File: config.mk
export PLATFORM = sky130hd
export DESIGN_NAME = result_scorer
export DESIGN_NICKNAME = d
export VERILOG_FILES = /design/src/rtl/result_scorer.sv
export SDC_FILE = /design/constraint.sdc
export NUM_CORES = 1
export LEC_CHECK = 0
export CAP_MARGIN = 5
export CELL_PAD_IN_SITES_DETAIL_PLACEMENT = 1
export CELL_PAD_IN_SITES_GLOBAL_PLACEMENT = 1
export CORE_MARGIN = 2
export CORE_UTILIZATION = 40
export DETAILED_ROUTE_END_ITERATION = 12
export PLACE_DENSITY_LB_ADDON = 0.1
export SETUP_SLACK_MARGIN = 0.2
export SLEW_MARGIN = 20
export SYNTH_ARGS = -nofsm -noshare
export SYNTH_HDL_FRONTEND = slang
export SYNTH_SLANG_ARGS = --single-unit
File: constraint.sdc
create_clock -name clk -period 5.3 [get_ports clk]
set_input_delay 0.795 -clock clk [delete_from_list [all_inputs] [get_ports clk]]
set_output_delay 0.795 -clock clk [all_outputs]
set_load 0.01 [all_outputs]
File: src/rtl/result_scorer.sv
// result_scorer: counts classified images against golden labels fetched
// from an external label memory, then divides matches by total to give
// an integer accuracy percentage for on-chip self-test.
module result_scorer #(
    parameter int NUM_TESTS = 750,
    parameter int CLASS_W   = 4,
    parameter int LABEL_W   = 8,
    parameter int CNT_W     = 10
) (
    input  logic               clk,
    input  logic               rst,
    input  logic               start,
    input  logic [CLASS_W-1:0] mnist_class,
    input  logic               single_test_done,
    input  logic               done,
    output logic [CNT_W-1:0]   label_addr,
    input  logic [LABEL_W-1:0] label_data,
    output logic [CNT_W-1:0]   test_count,
    output logic [CNT_W-1:0]   accepted_count,
    output logic [6:0]         accuracy,
    output logic               accuracy_valid,
    output logic               overflow,
    output logic               busy
);

    localparam int DIV_W  = CNT_W + 7;
    localparam int STEP_W = $clog2(DIV_W);
    localparam logic [CNT_W-1:0]  MAX_COUNT = CNT_W'(NUM_TESTS);
    localparam logic [STEP_W-1:0] LAST_STEP = STEP_W'(DIV_W - 1);

    typedef enum logic [2:0] {
        IDLE,
        RUN,
        CMP,
        DIV,
        REPORT
    } state_t;

    state_t             state_q, state_d;
    logic               std_prev_q, std_prev_d;
    logic               done_prev_q, done_prev_d;
    logic [CNT_W-1:0]   test_count_q, test_count_d;
    logic [CNT_W-1:0]   accepted_count_q, accepted_count_d;
    logic [CLASS_W-1:0] cls_q, cls_d;
    logic [CLASS_W-1:0] hold_cls_q, hold_cls_d;
    logic               res_pend_q, res_pend_d;
    logic               done_pend_q, done_pend_d;
    logic               overflow_q, overflow_d;
    logic [6:0]         accuracy_q, accuracy_d;
    logic               accuracy_valid_q, accuracy_valid_d;
    logic [DIV_W-1:0]   num_q, num_d;
    logic [CNT_W:0]     rem_q, rem_d;
    logic [STEP_W-1:0]  step_q, step_d;

    logic               std_edge;
    logic               done_edge;
    logic               result_evt;
    logic               label_match;
    logic               go_div;
    logic [CNT_W:0]     rem_shift;
    logic [CNT_W:0]     rem_diff;
    logic [DIV_W-1:0]   num_next;
    logic [DIV_W-1:0]   acc_ext;
    logic [DIV_W-1:0]   num_load;

    // Next-state logic: edge detection, scoring, divider steps and restart handling
    always_comb begin
        state_d          = state_q;
        std_prev_d       = single_test_done;
        done_prev_d      = done;
        test_count_d     = test_count_q;
        accepted_count_d = accepted_count_q;
        cls_d            = cls_q;
        hold_cls_d       = hold_cls_q;
        res_pend_d       = res_pend_q;
        done_pend_d      = done_pend_q;
        overflow_d       = overflow_q;
        accuracy_d       = accuracy_q;
        accuracy_valid_d = accuracy_valid_q;
        num_d            = num_q;
        rem_d            = rem_q;
        step_d           = step_q;
        go_div           = 1'b0;

        std_edge    = single_test_done & ~std_prev_q;
        done_edge   = done & ~done_prev_q;
        result_evt  = std_edge | res_pend_q;
        label_match = (label_data[CLASS_W-1:0] == cls_q) && ((label_data >> CLASS_W) == '0);
        rem_shift   = {rem_q[CNT_W-1:0], num_q[DIV_W-1]};
        rem_diff    = rem_shift - {1'b0, test_count_q};
        num_next    = {num_q[DIV_W-2:0], 1'b0};

        case (state_q)
            RUN: begin
                if (result_evt && (test_count_q != MAX_COUNT)) begin
                    state_d = CMP;
                    if (res_pend_q) begin
                        cls_d      = hold_cls_q;
                        res_pend_d = std_edge;
                        if (std_edge) begin
                            hold_cls_d = mnist_class;
                        end
                    end else begin
                        cls_d = mnist_class;
                    end
                    if (done_edge) begin
                        done_pend_d = 1'b1;
                    end
                end else begin
                    if (result_evt) begin
                        overflow_d = 1'b1;
                        res_pend_d = 1'b0;
                    end
                    if (done_edge) begin
                        go_div = 1'b1;
                    end
                end
            end
            CMP: begin
                test_count_d = test_count_q + CNT_W'(1);
                if (label_match) begin
                    accepted_count_d = accepted_count_q + CNT_W'(1);
                end
                if (std_edge) begin
                    res_pend_d = 1'b1;
                    hold_cls_d = mnist_class;
                end
                if (done_pend_q || done_edge) begin
                    go_div = 1'b1;
                end else begin
                    state_d = RUN;
                end
            end
            DIV: begin
                if (rem_shift >= {1'b0, test_count_q}) begin
                    rem_d       = rem_diff;
                    num_next[0] = 1'b1;
                end else begin
                    rem_d = rem_shift;
                end
                num_d  = num_next;
                step_d = step_q + STEP_W'(1);
                if (step_q == LAST_STEP) begin
                    state_d          = REPORT;
                    accuracy_d       = num_next[6:0];
                    accuracy_valid_d = 1'b1;
                end
            end
            default: begin
            end
        endcase

        acc_ext  = DIV_W'(accepted_count_d);
        num_load = (acc_ext << 6) + (acc_ext << 5) + (acc_ext << 2);

        if (go_div) begin
            done_pend_d = 1'b0;
            res_pend_d  = 1'b0;
            if (test_count_d == '0) begin
                state_d          = REPORT;
                accuracy_d       = '0;
                accuracy_valid_d = 1'b1;
            end else begin
                state_d = DIV;
                num_d   = num_load;
                rem_d   = '0;
                step_d  = '0;
            end
        end

        if (start) begin
            state_d          = RUN;
            test_count_d     = '0;
            accepted_count_d = '0;
            overflow_d       = 1'b0;
            accuracy_d       = '0;
            accuracy_valid_d = 1'b0;
            res_pend_d       = 1'b0;
            done_pend_d      = 1'b0;
        end
    end

    // State and datapath registers with synchronous reset taking priority
    always_ff @(posedge clk) begin
        if (rst) begin
            state_q          <= IDLE;
            std_prev_q       <= 1'b0;
            done_prev_q      <= 1'b0;
            test_count_q     <= '0;
            accepted_count_q <= '0;
            cls_q            <= '0;
            hold_cls_q       <= '0;
            res_pend_q       <= 1'b0;
            done_pend_q      <= 1'b0;
            overflow_q       <= 1'b0;
            accuracy_q       <= '0;
            accuracy_valid_q <= 1'b0;
            num_q            <= '0;
            rem_q            <= '0;
            step_q           <= '0;
        end else begin
            state_q          <= state_d;
            std_prev_q       <= std_prev_d;
            done_prev_q      <= done_prev_d;
            test_count_q     <= test_count_d;
            accepted_count_q <= accepted_count_d;
            cls_q            <= cls_d;
            hold_cls_q       <= hold_cls_d;
            res_pend_q       <= res_pend_d;
            done_pend_q      <= done_pend_d;
            overflow_q       <= overflow_d;
            accuracy_q       <= accuracy_d;
            accuracy_valid_q <= accuracy_valid_d;
            num_q            <= num_d;
            rem_q            <= rem_d;
            step_q           <= step_d;
        end
    end

    assign label_addr     = test_count_q;
    assign test_count     = test_count_q;
    assign accepted_count = accepted_count_q;
    assign accuracy       = accuracy_q;
    assign accuracy_valid = accuracy_valid_q;
    assign overflow       = overflow_q;
    assign busy           = (state_q != IDLE) && (state_q != REPORT);

endmodule

==> flow_summary.toml <==
[outcome]
status = "complete, no violations"

[timing]
slew_viol_final = 0
rsz0062_at_grt = "false"
max_slew.worst_pin.slew_ps = 868
fin_worst_skew_ps = 7.98
finalSetupTns_ps = 0
finalCritPeriodShare = 0.863
fmax_ghz = 0.219
finalHoldViolations = 0
relSlewSlack = 0.420
finalCriticalPeriod_ps = 4570
timing.final.ws_setup_ps = 727
setup_viol = 0

[final_layout]
seqCellArea_mm2 = 0.00152
fill_cells = 1382
synthToLayoutAreaGrowth_pct = 19.5
drive_gt1_frac = 0.0644
diodes = 0
fin_nets = 655
multiInputGateArea_mm2 = 0.00285

[yosys]
syn-num-nets = 614
synthFlopType = "dfxtp_1"
ys_types = 62
synth_compound_area_frac = 0.160
synth_fa_ha_area_frac = 0.112
ys_warn_count = 0
synth_edf_count = 0
synth_xor_area_frac = 0.0654
syn_inst = 560
ys_ff_latch = 76
synth-seq-area-share = 0.324
synth_top_family_by_area = "simple AND/OR/NAND/NOR gates"
syn-cell-area_mm2 = 0.00469
syn_avg_cell_area_um2 = 8.37
synth-simple-area-share = 0.230
synthArstFlopShare = 0
synthMuxAreaShare = 0.0384

[global_routing]
grt_usage = 0.211
grt_max_degree = 33
grt_pass1_wl_um = 21600
antenna_found_initial = 0
grt_pass1_vias = 4376
grt-ovfl-total = 0

[route]
drt_wl_total_um = 12400
vias = 4136
drc_errors = 0
drt_iter0_drc = 180
via_per_inst = 5.52
firstDrtPassIters = 4
ant_nets = 0
wl_per_cell_um = 16.5

[min_path]
min_from = "num_q[0]"
hold_depth = 2
hold_path_end = "num_q[1]"
hold_class = "register to register"

[floorplanning]
ios = 57
dieArea_mm2 = 0.0126
core_mm2 = 0.0114
die_x_um = 112
initial_core_util = 0.411
dieHeight_um = 112
row_count = 39

[worst_setup_path]
startpoint_type = "input pin"
critPathKind = "input pin to register"
r2r_start = "state_q[1]"
arrival_ps = 4780
ff2ff_path_depth = 16
r2r_end = "num_q[15]"
cp_data_required_time_ps = 5510
critPathCaptureType = "register"
worstPathMaxFanout = 4
timing.reg2reg.setup_slack_ps = 790

[power_and_ir_drop]
p_total_uw = 1340
leakage_uw = 0.00221
ir_drop_uv = 191
powerDensity_mw_per_mm2 = 238

[cts]
clock_latency_ps = 350
clkSinkCount = 76
clock_path_buffers = 2
cts_made_buffers = 9
cts_setup_buffers = 0
cts.clk_slew.worst_paths_ps = 60
cts_tree = "done"
clock_tree.root_cell = "clkbuf_16"
cts_max_level = 3

[placed_design]
globalplace.congestion = 0.800
io_buffers = 56
dp_slack_ps = 298
place_hpwl_um = 9120

[flow_run]
drv_cap = 0
## synthesized netlist by cell type, drive strengths merged (3+ instances only)
master  count  area [µm²]
ha         29         363
nor4        6        58.8
a311oi      9        78.8
buf        19         140
or3         4        25.0
and3        9        56.3
nor2b       8        50.1
a31oi       6        43.8
a21oi      25         125
inv        33         124
nand4      11        75.1
or2         4        25.0
nor2       71         267
nand2      57         214
xor2       16         140
a21o        8        60.1
nand2b      6        37.5
fa          8         160
nor3       11        55.1
o31ai       5        42.5
and2        5        31.3
clkbuf     17        65.1
o21ai      11        55.1
a211oi     19         148
o31a        3        26.3
xnor2      19         166
o21a        4        30.0
dfxtp      76        1520
mux2i      18         180
nand3      15        75.1
and4        3        28.8
## timing repair
| item | CTS | global route |
|---|---|---|
| setup endpoints to repair | 0 | 1 |
| hold buffers | 0 | 0 |
| gates resized for setup | 0 | 1 |
## power breakdown
group | switching, µW | internal [µW] | total, µW | leakage [µW]
combinational | 65.4 | 52.1 | 117 | 0.00145
clock | 260 | 366 | 626 | 0.000138
sequential | 11.0 | 581 | 592 | 0.000614
## metrics by stage
stage / util / instances / cell area, µm² / hold slack [ps]
4_1_cts: 0.490 / 749 / 5600 / 480
5_1_grt: 0.491 / 749 / 5610 / 501
6_report: 0.491 / 749 / 5610 / 472
3_5_place_dp: 0.464 / 733 / 5300 / 466
2_1_floorplan: - / 560 / 4690 / 442
3_3_place_gp: 0.464 / 733 / 5300 / 454
## how the worst max path moves through the flow
stage / start / slack (ps) / end / cells past startpoint
floorplan: label_data[3] / 1040 / num_q[15] / 17
detailed placement: label_data[3] / 300 / num_q[15] / 17
global route: label_data[3] / 280 / num_q[15] / 16
CTS: label_data[3] / 630 / num_q[15] / 17
global placement: label_data[3] / 450 / num_q[15] / 17
finish: label_data[3] / 730 / num_q[15] / 17
## flip-flops by register name, indices dropped and copies added (netlist names), 3 cells and up
signal	count
state_q	3
step_q	5
num_q	17
accepted_count	10
cls_q	4
label_addr	10
hold_cls_q	4
rem_q	10
accuracy	7
## layer usage
| layer | routed length, µm | track usage |
|---|---|---|
| met1 | 5810 | 0.264 |
| met2 | 5940 | 0.358 |
| met3 | 338 | 0.0394 |
| met4 | 299 | 0.0886 |
| met5 | 0 | 0 |
## placed cells by master (no fill, tap or decap), types with 6 or more instances in the layout
master and instances:
dfxtp_1 76, nor2_1 71, nand2_1 57, clkdlybuf4s50_1 56
inv_1 33, ha_1 29, a21oi_1 25, xnor2_1 19
mux2i_1 18, a211oi_1 18, xor2_1 16, nand3_1 15
nand4_1 10, o21ai_0 10, nor3_1 10, buf_4 10
and3_1 9, a311oi_1 9, clkbuf_16 9, nor2b_1 8
a21o_1 8, fa_1 8, nand2b_1 6
## cell type report
type / count / area share
clock buffer: 9 / 0.0402
clock inverter: 7 / 0.0134
inverter: 33 / 0.0221
multi-input combinational: 415 / 0.508
sequential: 76 / 0.271
tap: 143 / 0.0319
timing repair buffer: 66 / 0.113
## critical path, stage by stage
cell and delay, ps:
clkdlybuf4s50_1 420, xor2_1 140, nor4_1 240, and3_1 220, and4_1 290, nand3_1 160, xor2_1 190, fa_1 570
inv_1 60, ha_1 270, a21o_1 130, nand4_1 120, and4b_1 240, nor3b_1 330, mux2i_1 150, a2111oi_1 380
a311oi_1 90
## kinds of logic after synthesis
family / Yosys count
AND/OR/NAND/NOR: 219
multiplexers: 18
XOR/XNOR: 35
flip-flops: 76
AO/OA/AOI/OAI: 106
buffers and inverters: 69
adder cells (fa/ha/maj): 37
Power figures use the tool's default switching activity.
